--- config.mk ---
export PLATFORM = sky130hd
export DESIGN_NAME = sequenciador_linha_param
export DESIGN_NICKNAME = d
export VERILOG_FILES = /design/src/rtl/sequenciador_linha_param_pkg.sv /design/src/rtl/sequenciador_linha_param_watchdog.sv /design/src/rtl/sequenciador_linha_param.sv
export SDC_FILE = /design/constraint.sdc
export NUM_CORES = 1
export LEC_CHECK = 0
export ABC_AREA = 1
export BUFFER_PORTS_ARGS = -buffer_cell sky130_fd_sc_hd__buf_4
export CORE_MARGIN = 5
export CORE_UTILIZATION = 51
export DETAILED_ROUTE_END_ITERATION = 6
export GPL_TIMING_DRIVEN = 0
export PLACE_DENSITY = 0.76
export REMOVE_ABC_BUFFERS = 1
export SYNTH_ARGS = -nofsm -noshare
export SYNTH_HDL_FRONTEND = slang
export SYNTH_SLANG_ARGS = --single-unit
--- constraint.sdc ---
create_clock -name clk -period 2.3 [get_ports clk]
set_clock_uncertainty 0.15 [all_clocks]
set_input_delay 0.23 -clock clk [delete_from_list [all_inputs] [get_ports clk]]
set_output_delay 0.23 -clock clk [all_outputs]
set_load 0.03 [all_outputs]
--- src/rtl/sequenciador_linha_param_pkg.sv ---
// Shared definitions for the parametrised bottling line sequencer: state encoding and
// default batch sizing.
package sequenciador_linha_param_pkg;

    localparam int unsigned ESTADO_W         = 4;
    localparam int unsigned LOTE_PADRAO      = 12;
    localparam int unsigned MAX_LOTES_PADRAO = 99;

    typedef enum logic [ESTADO_W-1:0] {
        IDLE     = 4'd0,
        MOVER    = 4'd1,
        ESPERA   = 4'd2,
        EXECUTAR = 4'd3,
        DECIDIR  = 4'd4,
        DESCARTE = 4'd5,
        FINAL    = 4'd6,
        CONTAR   = 4'd7,
        ERRO     = 4'd8
    } estado_t;

endpackage

--- src/rtl/sequenciador_linha_param_watchdog.sv ---
// Per-phase cycle watchdog for the line sequencer; instantiated only when WATCHDOG_SEQ_EN
// is defined. expirado rises after 'limit' consecutive enabled cycles without a clear.
module temporizador_watchdog #(
    parameter int unsigned LIMITE_MAX = 50000
) (
    input  logic                             clk,
    input  logic                             reset,
    input  logic                             clear,
    input  logic                             enable,
    input  logic [$clog2(LIMITE_MAX+1)-1:0]  limit,
    output logic                             expirado
);

    localparam int unsigned CNT_WD = $clog2(LIMITE_MAX + 1);

    logic [CNT_WD-1:0] cnt;

    // Saturating counter; expiry flag only survives while the phase is unchanged
    always_ff @(posedge clk) begin
        if (reset || clear) begin
            cnt      <= '0;
            expirado <= 1'b0;
        end else begin
            if (enable && cnt != limit) begin
                cnt <= cnt + CNT_WD'(1);
            end
            expirado <= enable && (cnt == limit - CNT_WD'(1));
        end
    end

endmodule

--- src/rtl/sequenciador_linha_param.sv ---
// Bottling line master sequencer: moves one bottle through N_ESTACOES stations, QC decision,
// reject/exit and batch counting. Define WATCHDOG_SEQ_EN to add the per-phase timeout (ERRO).
module sequenciador_linha_param
    import sequenciador_linha_param_pkg::*;
#(
    parameter int unsigned N_ESTACOES     = 3,
    parameter int unsigned LOTE           = LOTE_PADRAO,
    parameter int unsigned MAX_LOTES      = MAX_LOTES_PADRAO,
    parameter int unsigned TIMEOUT_CICLOS = 50000,
    parameter int unsigned CNT_W          = 7
) (
    input  logic                          clk,
    input  logic                          reset,
    input  logic                          start,
    input  logic [N_ESTACOES-1:0]         sensor_estacao,
    input  logic [N_ESTACOES-1:0]         bloqueio_estacao,
    input  logic [N_ESTACOES-1:0]         estacao_concluida,
    input  logic                          garrafa_aprovada,
    input  logic                          sensor_descarte,
    input  logic                          sensor_final,
    output logic                          motor_ativo,
    output logic [N_ESTACOES-1:0]         cmd_estacao,
    output logic                          descarte_ativo,
    output logic                          incrementar_lote,
    output logic [CNT_W-1:0]              garrafas_no_lote,
    output logic [CNT_W-1:0]              contador_lotes,
    output logic                          erro_timeout,
    output logic [$clog2(N_ESTACOES)-1:0] estacao_erro
);

    localparam int unsigned IDX_W = $clog2(N_ESTACOES);
    localparam logic [IDX_W-1:0] ULTIMA = IDX_W'(N_ESTACOES - 1);

    estado_t               state, state_d;
    logic [IDX_W-1:0]      idx, idx_d;
    logic                  aprovado, aprovado_d;
    logic                  expirado;

    logic                  motor_d;
    logic [N_ESTACOES-1:0] cmd_d;
    logic                  descarte_d;
    logic                  incrementar_d;
    logic [CNT_W-1:0]      garrafas_d;
    logic [CNT_W-1:0]      lotes_d;
    logic                  erro_d;
    logic [IDX_W-1:0]      estacao_erro_d;

`ifdef WATCHDOG_SEQ_EN
    localparam int unsigned WD_W = $clog2(TIMEOUT_CICLOS + 1);

    logic wd_clear_c;
    logic wd_enable_c;

    assign wd_clear_c  = (state_d != state);
    assign wd_enable_c = (state == MOVER) || (state == EXECUTAR) ||
                         (state == DESCARTE) || (state == FINAL);

    temporizador_watchdog #(
        .LIMITE_MAX (TIMEOUT_CICLOS)
    ) u_watchdog (
        .clk      (clk),
        .reset    (reset),
        .clear    (wd_clear_c),
        .enable   (wd_enable_c),
        .limit    (WD_W'(TIMEOUT_CICLOS)),
        .expirado (expirado)
    );
`else
    assign expirado = 1'b0;
`endif

    // State and registered outputs
    always_ff @(posedge clk) begin
        if (reset) begin
            state            <= IDLE;
            idx              <= '0;
            aprovado         <= 1'b0;
            motor_ativo      <= 1'b0;
            cmd_estacao      <= '0;
            descarte_ativo   <= 1'b0;
            incrementar_lote <= 1'b0;
            garrafas_no_lote <= '0;
            contador_lotes   <= '0;
            erro_timeout     <= 1'b0;
            estacao_erro     <= '0;
        end else begin
            state            <= state_d;
            idx              <= idx_d;
            aprovado         <= aprovado_d;
            motor_ativo      <= motor_d;
            cmd_estacao      <= cmd_d;
            descarte_ativo   <= descarte_d;
            incrementar_lote <= incrementar_d;
            garrafas_no_lote <= garrafas_d;
            contador_lotes   <= lotes_d;
            erro_timeout     <= erro_d;
            estacao_erro     <= estacao_erro_d;
        end
    end

    // Next state; outputs are decoded from the next state so they register with it
    always_comb begin
        state_d       = state;
        idx_d         = idx;
        aprovado_d    = aprovado;
        garrafas_d    = garrafas_no_lote;
        lotes_d       = contador_lotes;
        descarte_d    = 1'b0;
        incrementar_d = 1'b0;

        case (state)
            IDLE: begin
                if (start) begin
                    state_d = MOVER;
                    idx_d   = '0;
                end
            end
            MOVER: begin
                if (expirado)                 state_d = ERRO;
                else if (sensor_estacao[idx]) state_d = ESPERA;
            end
            ESPERA: begin
                if (!bloqueio_estacao[idx]) state_d = EXECUTAR;
            end
            EXECUTAR: begin
                if (expirado) begin
                    state_d = ERRO;
                end else if (estacao_concluida[idx]) begin
                    if (idx == ULTIMA) begin
                        aprovado_d = garrafa_aprovada;
                        state_d    = DECIDIR;
                    end else begin
                        idx_d   = idx + IDX_W'(1);
                        state_d = MOVER;
                    end
                end
            end
            DECIDIR: begin
                state_d = aprovado ? FINAL : DESCARTE;
            end
            DESCARTE: begin
                if (expirado) begin
                    state_d = ERRO;
                end else if (sensor_descarte) begin
                    descarte_d = 1'b1;
                    state_d    = IDLE;
                end
            end
            FINAL: begin
                if (expirado)          state_d = ERRO;
                else if (sensor_final) state_d = CONTAR;
            end
            CONTAR: begin
                if (garrafas_no_lote == CNT_W'(LOTE - 1)) begin
                    garrafas_d    = '0;
                    incrementar_d = 1'b1;
                    lotes_d       = (contador_lotes == CNT_W'(MAX_LOTES)) ?
                                    '0 : contador_lotes + CNT_W'(1);
                end else begin
                    garrafas_d = garrafas_no_lote + CNT_W'(1);
                end
                state_d = IDLE;
            end
            ERRO: begin
                if (start) state_d = IDLE;
            end
            default: state_d = IDLE;
        endcase

        motor_d        = (state_d == MOVER) || (state_d == DESCARTE) || (state_d == FINAL);
        cmd_d          = (state_d == EXECUTAR) ? (N_ESTACOES'(1) << idx_d) : '0;
        erro_d         = (state_d == ERRO);
        estacao_erro_d = (state_d == ERRO) ? idx_d : '0;
    end

endmodule

; ---- After elaboration in Yosys (flattened, before gate mapping)
; Cells that the tools add are included.
[classes]
mux = 24
add_sub_neg = 3
shifts = 1
bitwise_logic = 4
order_cmp = 1
eq_ne = 16
n_reduce_logical = 9
[ops]
columns = operator, n
row1 = $pmux 4 s8, 1
row2 = $mux 4, 7
row3 = $eq 4x3->1 const B, 6
row4 = $add 7x1->7 const B, 2
row5 = $mux 7, 2
row6 = $eq 4x2->1 const B, 3
row7 = $eq 4x1->1 const B, 2
row8 = $eq 4x4->1 const B, 2
row9 = $mux 2, 4
row10 = $reduce_or 2->1, 4
row11 = $eq 7x4->1 const B, 1
row12 = $eq 7x7->1 const B, 1
row13 = $bmux 1 s2, 3
row14 = $mux 1, 5
row15 = $logic_not 4->1, 1
row16 = $not 1->1, 4
row17 = $pmux 2 s2, 1
row18 = $lt 2x3->1 const B, 1
row19 = $mux 3, 1
row20 = $reduce_and 3->1, 1
row21 = $shl 1x2->3 const A, 1
row22 = $add 2x1->2 const B, 1
row23 = $eq 2x2->1 const B, 1
row24 = $logic_or 1x1->1, 2
row25 = $reduce_and 2->1, 1
[word_totals]
inputBits = 15
word_cells = 69
output_inout_bits = 23
register_bits = 30

; ---- Logic depth before layout (Yosys ltp)
; Gate-level depths: netlist of the first run.
[logic_depth]
depth_word = 7
mapped_depth = 11
ltp_nobuf = 11

; ---- Worst setup path before layout of the first run
; OpenSTA, ideal clock, no wires.
[synth_path]
path_kind = reg2reg
start = register contador_lotes[1]
end = register contador_lotes[5]
path_buffers = 0
path_slack_ps = 598
synth_period_minus_slack_ps = 1702
arrival_time_ps = 1437
setup_ps = 115
path_stages_with_launch = 9
t_required_ps = 2035
path_cell_list = dfxtp_1 ha_1 nand2_1 nor3_1 nand3_1 nand2_1 nand2_2 o21ai_1 nor2_1
[synth_between]
elab_chain_cells = 2
word_cells_on_any_way = 3
cone_classes = add/sub: 1 / eq/ne: 1 / mux: 1
[synth_rtl]
columns = element, line_no
row1 = start: declaration, sequenciador_linha_param.sv:26  ; output logic [CNT_W-1:0] contador_lotes,
row2 = start signal: assignment, sequenciador_linha_param.sv:95  ; contador_lotes <= lotes_d;
row3 = $add 7x1->7 / $eq 7x7->1 (equally long branches), "sequenciador_linha_param.sv:158, sequenciador_linha_param.sv:157"
row4 = $mux 7 (*), sequenciador_linha_param.sv:157  ; lotes_d = (contador_lotes == CNT_W'(MAX_LOTES)) ?
; Every way passes the cells marked *; elsewhere a longest branch is shown, timed or not.
; A chain may end at the register's enable or synchronous reset.

; ---- Worst setup path in the final report of the first run
; Ends and elaborated chain as after synthesis.

==> results.cfg, run 1 <==
[yosys]
netlist_instances = 224
yosysSeqAreaShare_pct = 37.4
post-synth-top-area-cell = dfxtp_1
synth_area_per_cell_um2 = 7.18
synthesis.area_um2 = 1610
synth_area_leaders = dfxtp_1 (37%), nand2_1 (11%), nor2_1 (7.7%), inv_1 (6.3%), nand3_1 (4.4%)
yosysTopAreaCellShare_pct = 37.4
ys_types = 31
synth-seq-cells = 30
synth-warning-count = 0

[cells_and_area]
fin_cells = 311
post-route-util_pct = 66.0
area_growth_syn_to_layout_pct = 24.3
antenna_cells = 0
finalNetCount = 287
drive_gt1_share_pct = 29.2

[routing]
ant_nets = 0
drt_iter0_drc = 80
vias = 1487
dr.pass1.iters = 4
drc = 0
post_drt_wl_per_cell_um = 10.8
via_per_inst = 4.78
drt-total-wl_um = 3350

[clocking]
clkLatencyLatePin_ns = 0.32
numCtsBuffers = 5
postCtsHoldBufs = 0
cts_setup_buffers = 0
clk_pin_slew_worst_paths_ns = 0.08
cts_tree = done
clock_path_buffers = 2
cts_max_level = 2
ctsResizeCount = 0
root_buffer = clkbuf_4
clock_sinks = 30

[setup_path]
worstReg2RegEnd = contador_lotes[5]
path_max_fanout = 4
r2r-start = contador_lotes[1]
arrival_ns = 1.72
r2r_cells = 8
startpoint_type = flip-flop
required_ns = 2.37
regToRegSetupSlack_ns = 0.65
worstSetupPathType = reg -> reg
cp-end-kind = flip-flop

[placement]
place_congestion = 0.928
port_buffers = 37
place_hpwl_um = 2600
dp_cells = 304

[sta]
tightest_slew_ns = 0.275
rsz0062_at_grt = no
finalCriticalPeriod_ns = 1.65
slew_headroom_pct = 81.7
fmax_ghz = 0.606
drv_slew = 0
finalCritPeriodShare_pct = 71.7
hold_viol = 0
finalSetupViolCount = 0
setup_tns_ns = 0

[min_path]
worstHoldPathType = in -> reg
min_path_cells = 2
hold_end = state[2]
min-delay-start = reset

[global_routing]
top_usage_layer = met2
grtUsageMet3_pct = 5.95
grt_max_degree = 13
grt_pass1_vias = 1277
grtUsageMet1_pct = 20.2
grtUsageMet2_pct = 26.3
grt_usage_pct = 16.5
grt-ovfl-total = 0
antenna_found_initial = 0
grt_pass1_wl_um = 5500

[power]
power_density_nw_per_um2 = 473
vdd_drop_max_uv = 371
cellLeakagePower_nw = 0.968
finalPower_mw = 0.944

[die]
pin_count = 38
die_w_um = 66.1
rows = 20
core_area_um2 = 3030
dieArea_um2 = 4380
initial_utilization_pct = 53.1
die_h_um = 66.1

[flow_run]
maxCapViolCount = 0

[status]
status = finished, final reports clean
[kinds of logic (layout without fill, tap and decap cells)]
family                     count (synthesis)  in the layout  synth area share (%)
and+or+nand+nor                          127            127                  41.6
buffers and inverters                     38             81                  8.87
DFF                                       30             30                  37.4
AOI/OAI and AO/OA                         23             23                  8.02
adders and majority gates                  4              4                  3.11
xor gates and xnor gates                   2              2                  1.09
[final cells by class]
type / instances / area [um2]
inverter: 37 / 139
clock buffer: 6 / 51.3
tap: 44 / 55.1
multi-input combinational: 156 / 865
sequential: 30 / 601
fill: 299 / 1030
timing repair buffer: 38 / 288
[cell usage after synthesis (all sizes together)]
cell and instances:
xnor2 1, nand2 55, ha 4, nand3 20
inv 36, a21oi 10, o211ai 1, clkinv 1
o21ai 11, xor2 1, dfxtp 30, nand3b 1
nand4 6, clkbuf 1, nor3 4, nor2 40
o21bai 1, nor4 1
[worst max-delay path, stage by stage, from the launching register on]
cell and delay (ns):
dfxtp_1 0.39, ha_1 0.28, nand2_1 0.08, nor3_1 0.13, nand3_1 0.19, nand2_1 0.12
nand2_2 0.09, o21ai_1 0.08, nor2_1 0.05
[metal layers]
layer  vias to the layer above  wire length (um)
li1                        797                 -
met1                       656              1560
met2                        30              1570
met3                         4               174
met4                         0                49
met5                         -                 0
[how the worst max path moves through the flow]
| stage | start | to | slack (ns) | cells past startpoint |
|---|---|---|---|---|
| after floorplan | contador_lotes[1] | contador_lotes[5] | 0.60 | 8 |
| after global placement | contador_lotes[1] | contador_lotes[5] | 0.68 | 8 |
| after detailed placement | contador_lotes[1] | contador_lotes[5] | 0.66 | 8 |
| after CTS | contador_lotes[1] | contador_lotes[5] | 0.63 | 8 |
| after global routing | contador_lotes[1] | contador_lotes[4] | 0.51 | 8 |
| final | contador_lotes[1] | contador_lotes[5] | 0.65 | 8 |
[power breakdown]
| group | switching (mW) | leakage [nW] | internal, mW |
|---|---|---|---|
| Combinational | 0.0663 | 0.695 | 0.0447 |
| Sequential | 0.00722 | 0.242 | 0.527 |
| Clock | 0.162 | 0.0302 | 0.137 |
[sequential cells by signal (all words and copies together), names as in the netlist]
signal	flops
contador_lotes	7
garrafas_no_lote	7
state	4
cmd_estacao	3
estacao_erro	2
idx	2
aprovado	1
descarte_ativo	1
erro_timeout	1
incrementar_lote	1
motor_ativo	1
[stage by stage]
step	setup slack (ns)	cell area [um2]	hold WS, ns
floorplan	0.598	1600	0.149
global placement	0.684	1940	0.304
detailed placement	0.659	1940	0.314
CTS	0.628	1990	0.000500
global route	0.512	2000	0.0299
finish	0.650	2000	0.0411
[cells in the final DEF (no fill, tap or decap), types with 2 or more instances in the layout]
master / count
nand2_1: 47
buf_4: 37
nor2_1: 33
dfxtp_1: 30
inv_1: 27
nand3_1: 14
inv_2: 9
a21oi_1: 9
nand2_2: 7
o21ai_0: 7
nand3_2: 5
nand4_1: 5
clkbuf_4: 5
o21ai_1: 4
ha_1: 4
nor2_4: 3
nor2_2: 3
nor3_1: 2
Note: power is estimated with default switching activity, not from simulation.
==> inputs of run 2 (changes only) <==
Settings changed: CORE_UTILIZATION 51 to 48, PLACE_DENSITY 0.76 to 0.75.
Clock period 2.3 ns to 1.5 ns, I/O delays scaled along.
==> run 2 against run 1 <==
The run now ends with setup timing left. Critical endpoint unchanged. Final area grew 12%. Critical path type unchanged. Final cell count up 2.9%. Via count is 3.2% higher. First-iteration DRC count is 20% higher. Combinational power up 89%.
==> results.cfg, run 2 (synthesis gave the netlist of run 1 again) <==
[status]
status = complete, but fails checks
failed_checks = setup timing

[setup_path]
critPathTopFamily = simple AND/OR/NAND/NOR gates
worstSetupPathDepth = 8
cp-end-kind = flip-flop
path_max_fanout = 4
setup.worst_path.start = contador_lotes[1]
crit_end = contador_lotes[5]
crit_path_frequent_cell = nand2_1
arrival_ns = 1.57
cp_slowest_cell = dfxtp_4
path_cells = ha_4, nand2_1, nor3_1, nand3_1, nand2_1, nand2_2, o21ai_2, nor2_1
worstSetupPathType = reg -> reg
r2r_cells = 8
critPathBufInv = 0
regToRegSetupSlack_ns = -0.002
worstReg2RegEnd = contador_lotes[5]
r2r-start = contador_lotes[1]
required_ns = 1.57
cpPeakStageDelay_ns = 0.38
startpoint_type = flip-flop

[min_path]
min-delay-start = start
worstHoldPathType = in -> reg
min_path_cells = 4

[sta]
fmax_ghz = 0.666
setup_tns_ns = -0.00177
finalCriticalPeriod_ns = 1.50
finalCritPeriodShare_pct = 100
slew_headroom_pct = 82.7
finalSetupViolCount = 1
setup_slack_ns = -0.00177
drv_slew = 0
tightest_slew_ns = 0.259
hold_viol = 0
rsz0062_at_grt = yes

[cells_and_area]
layout_common_cells = nand2_1 (44), buf_4 (41), nor2_1 (24)
multi_input_area_um2 = 967
final_common_cell = nand2_1
antenna_cells = 0
drive_gt1_share_pct = 42.3
fillers = 282
finalNetCount = 293
reg_top3 = contador_lotes (7), garrafas_no_lote (7), state (4)
area_growth_syn_to_layout_pct = 39.0
seqCellArea_um2 = 636

[clocking]
numCtsBuffers = 5
cts_tree = done
clkLatencyLatePin_ns = 0.32
clock_sinks = 30
clock_path_buffers = 2
clk_pin_slew_worst_paths_ns = 0.10
cts_max_level = 2
root_buffer = clkbuf_4

[die]
pin_count = 38
core_area_um2 = 3280
rows = 21
dieArea_um2 = 4610
initial_utilization_pct = 49.0
die_h_um = 67.9
die_w_um = 67.9

[routing]
drt-total-wl_um = 3570
ant_nets = 0
dr.pass1.iters = 4
drt_iter0_drc = 96
drc = 0
post_drt_wl_per_cell_um = 11.2
via_per_inst = 4.79
vias = 1534

[power]
vdd_drop_max_uv = 465
finalPower_mw = 1.67
cellLeakagePower_nw = 1.02
power_density_nw_per_um2 = 747

[flow_run]
maxCapViolCount = 0

[global_routing]
grt_pass1_wl_um = 5630
grt_usage_pct = 16.0
grt-ovfl-total = 0
grt_max_degree = 13
antenna_found_initial = 0
grt_pass1_vias = 1373

[placement]
place_congestion = 0.816
port_buffers = 37
place_hpwl_um = 2540
run 2: cell types whose count changed in the layout (fill, tap and decap cells not counted), sizes merged:
cell / delta
buf: +4
clkinvlp: +1
inv: -1
dlygate4sd3: +2
bufinv: +1
run 2: tightest hold or removal path: cells and delay by family:
kind	cells	cell delay (ns)
buffers and inverters	2	0.14
AND/OR/NAND/NOR	2	0.26
run 2: final cells by class:
type,instances,share of cell area (%)
clock buffer,6,2.30
clock inverter,1,1.34
inverter,37,6.94
multi-input combinational,156,43.3
sequential,30,28.4
tap,46,2.58
timing repair buffer,44,15.1
run 2: routing by layer:
metal	vias up	global-route usage, %	routed length, um
li1	814	-	-
met1	691	19.8	1670
met2	27	26.2	1730
met3	2	4.43	146
met4	0	6.20	21
met5	-	0	0
run 2: how the worst min path moves through the flow:
stage                        end  slack [ns]
5_1_grt             erro_timeout        0.14
2_1_floorplan  contador_lotes[6]        0.07
4_1_cts                 state[3]        0.11
3_3_place_gp      descarte_ativo        0.27
6_report                state[3]        0.13
3_5_place_dp      descarte_ativo        0.27
run 2: report_power, final:
part           leakage (nW)  internal, mW  switching [mW]
clock                0.0443         0.388           0.261
combinational         0.722        0.0908           0.120
sequential            0.250         0.797          0.0140
total                  1.02          1.28           0.395
run 2: timing repair:
item / CTS / global route
setup endpoints to repair: 10 / 14
endpoints found under the hold margin: 11 / 0
hold buffers: 3 / 0
pin swaps: 2 / 19
buffers inserted: 0 / 4
gates resized for setup: 17 / 38
run 2: stage by stage:
step                setup slack [ns]  cell area [um2]  utilization, %  hold slack [ns]  instances
floorplan                     -0.202             1600               -           0.0691        223
global placement              -0.121             1940            59.0            0.268        306
detailed placement            -0.108             1940            59.0            0.273        306
CTS                          0.00106             2100            63.9            0.108        316
global route                 -0.0914             2230            68.0            0.141        320
finish                      -0.00177             2230            68.0            0.128        320
==> inputs of run 3 (changes only) <==
Settings changed: CORE_UTILIZATION 48 to 30, PLACE_DENSITY 0.75 to not set.
==> run 3 against run 2 <==
First-iteration DRC count down 49%. Wire length grew 6.7%. The flow now finishes without violations. Via count shrank 0.39%. Highest routed layer unchanged.
==> results.cfg, run 3 (synthesis gave the netlist of run 1 again) <==
[sta]
hold_ws_ns = 0.00408
hold_viol = 0
finalSetupViolCount = 0
rsz0062_at_grt = yes
finalCriticalPeriod_ns = 1.49
finalCritPeriodShare_pct = 99.0
drv_slew = 0
slew_headroom_pct = 80.1
tightest_slew_ns = 0.298
fmax_ghz = 0.673

[min_path]
hold_end = aprovado
min-delay-start = garrafa_aprovada
worstHoldPathType = in -> reg
min_path_cells = 3

[routing]
via_per_inst = 4.39
vias = 1528
drc = 0
drt_iter0_drc = 49
dr.pass1.iters = 4
post_drt_wl_per_cell_um = 10.9
ant_nets = 0
drt-total-wl_um = 3810

[die]
rows = 26
core_area_um2 = 5170
initial_utilization_pct = 31.1
die_w_um = 83.2
pin_count = 38
die_h_um = 83.2
dieArea_um2 = 6920

[cells_and_area]
area_growth_syn_to_layout_pct = 40.9
finalNetCount = 296
post-route-util_pct = 43.8
drive_gt1_share_pct = 40.6
layout_common_cells = nand2_1 (43), buf_4 (43), nor2_1 (28)
reg_top3 = contador_lotes (7), garrafas_no_lote (7), state (4)
antenna_cells = 0

[setup_path]
worstReg2RegEnd = contador_lotes[4]
path_max_fanout = 7
startpoint_type = flip-flop
r2r_cells = 9
required_ns = 1.52
regToRegSetupSlack_ns = 0.01
setup.worst_path.start = state[2]
arrival_ns = 1.51
r2r-start = state[2]
worstSetupPathType = reg -> reg
cp-end-kind = flip-flop

[global_routing]
grt_usage_pct = 11.0
grt-ovfl-total = 0
grt_pass1_vias = 1374
antenna_found_initial = 0
grt_pass1_wl_um = 6280
grt_max_degree = 10

[flow_run]
maxCapViolCount = 0

[clocking]
clk_pin_slew_worst_paths_ns = 0.06
clkLatencyLatePin_ns = 0.27
clock_sinks = 30
cts_tree = done
root_buffer = clkbuf_8
clock_path_buffers = 2
numCtsBuffers = 5
cts_max_level = 2

[power]
vdd_drop_max_uv = 375
power_density_nw_per_um2 = 731
cellLeakagePower_nw = 1.06

[placement]
port_buffers = 37
place_hpwl_um = 2750
place_congestion = 0.819

[status]
status = finished, final reports clean
==> run 3: cell types whose count changed in the layout (fill, tap and decap cells not counted), sizes merged <==
cell / before / now
clkinvlp: 1 / 0
bufinv: 1 / 0
inv: 35 / 37
clkbuf: 6 / 7
buf: 41 / 44
==> run 3: critical path, stage by stage, from the launching register on <==
cell     delay, ns
dfxtp_4       0.38
inv_4         0.05
nor2_4        0.14
nand2_4       0.12
nor2_8        0.20
nand3_4       0.11
nor2_4        0.09
nand2_1       0.05
nand2_1       0.06
nor2_1        0.03
==> run 3: power breakdown <==
part           internal (mW)  switching [mW]
logic                 0.0782           0.110
registers              0.798          0.0129
clock network          0.369           0.289
total                   1.25           0.411
==> run 3: layout make-up <==
cell class | count | area (um2)
multi-input cells | 156 | 946
clock inverters | 1 | 5.00
flip-flops and latches | 30 | 631
inverters | 37 | 146
clock buffers | 7 | 86.3
repair buffers | 47 | 364
well taps | 70 | 87.6
fillers | 538 | 2910
==> run 3: layer usage <==
layer  global-route usage (%)  wire length (um)
met1                     14.6              1810
met2                     16.7              1790
met3                     2.77               151
met4                     4.90                57
met5                        0                 0
==> run 3: worst max-delay path by stage <==
| stage | end |
|---|---|
| 5_1_grt | contador_lotes[4] |
| 3_5_place_dp | contador_lotes[5] |
| 2_1_floorplan | contador_lotes[5] |
| 3_3_place_gp | contador_lotes[5] |
| 6_report | contador_lotes[4] |
| 4_1_cts | contador_lotes[5] |
==> run 3: repair_timing <==
action | CTS | global route
hold endpoints to repair | 2 | 0
setup endpoints to repair | 11 | 15
gates resized for setup | 16 | 27
hold buffers | 3 | 0
setup buffers | 1 | 6
pin swaps | 2 | 12
gates cloned | 0 | 0
==> run 3: per-stage QoR <==
step / TNS (ns) / power, mW / std cells / worst slack [ns] / instance area, um2
4_1_cts: -0.0205 / 1.68 / 342 / -0.0205 / 2140
3_5_place_dp: -0.575 / 1.01 / 330 / -0.146 / 1970
5_1_grt: -0.504 / 1.74 / 348 / -0.0837 / 2270
2_1_floorplan: -1.37 / 0.940 / 223 / -0.202 / 1600
3_3_place_gp: -0.486 / 1.01 / 330 / -0.119 / 1970
6_report: 0 / 1.66 / 348 / 0.0149 / 2270
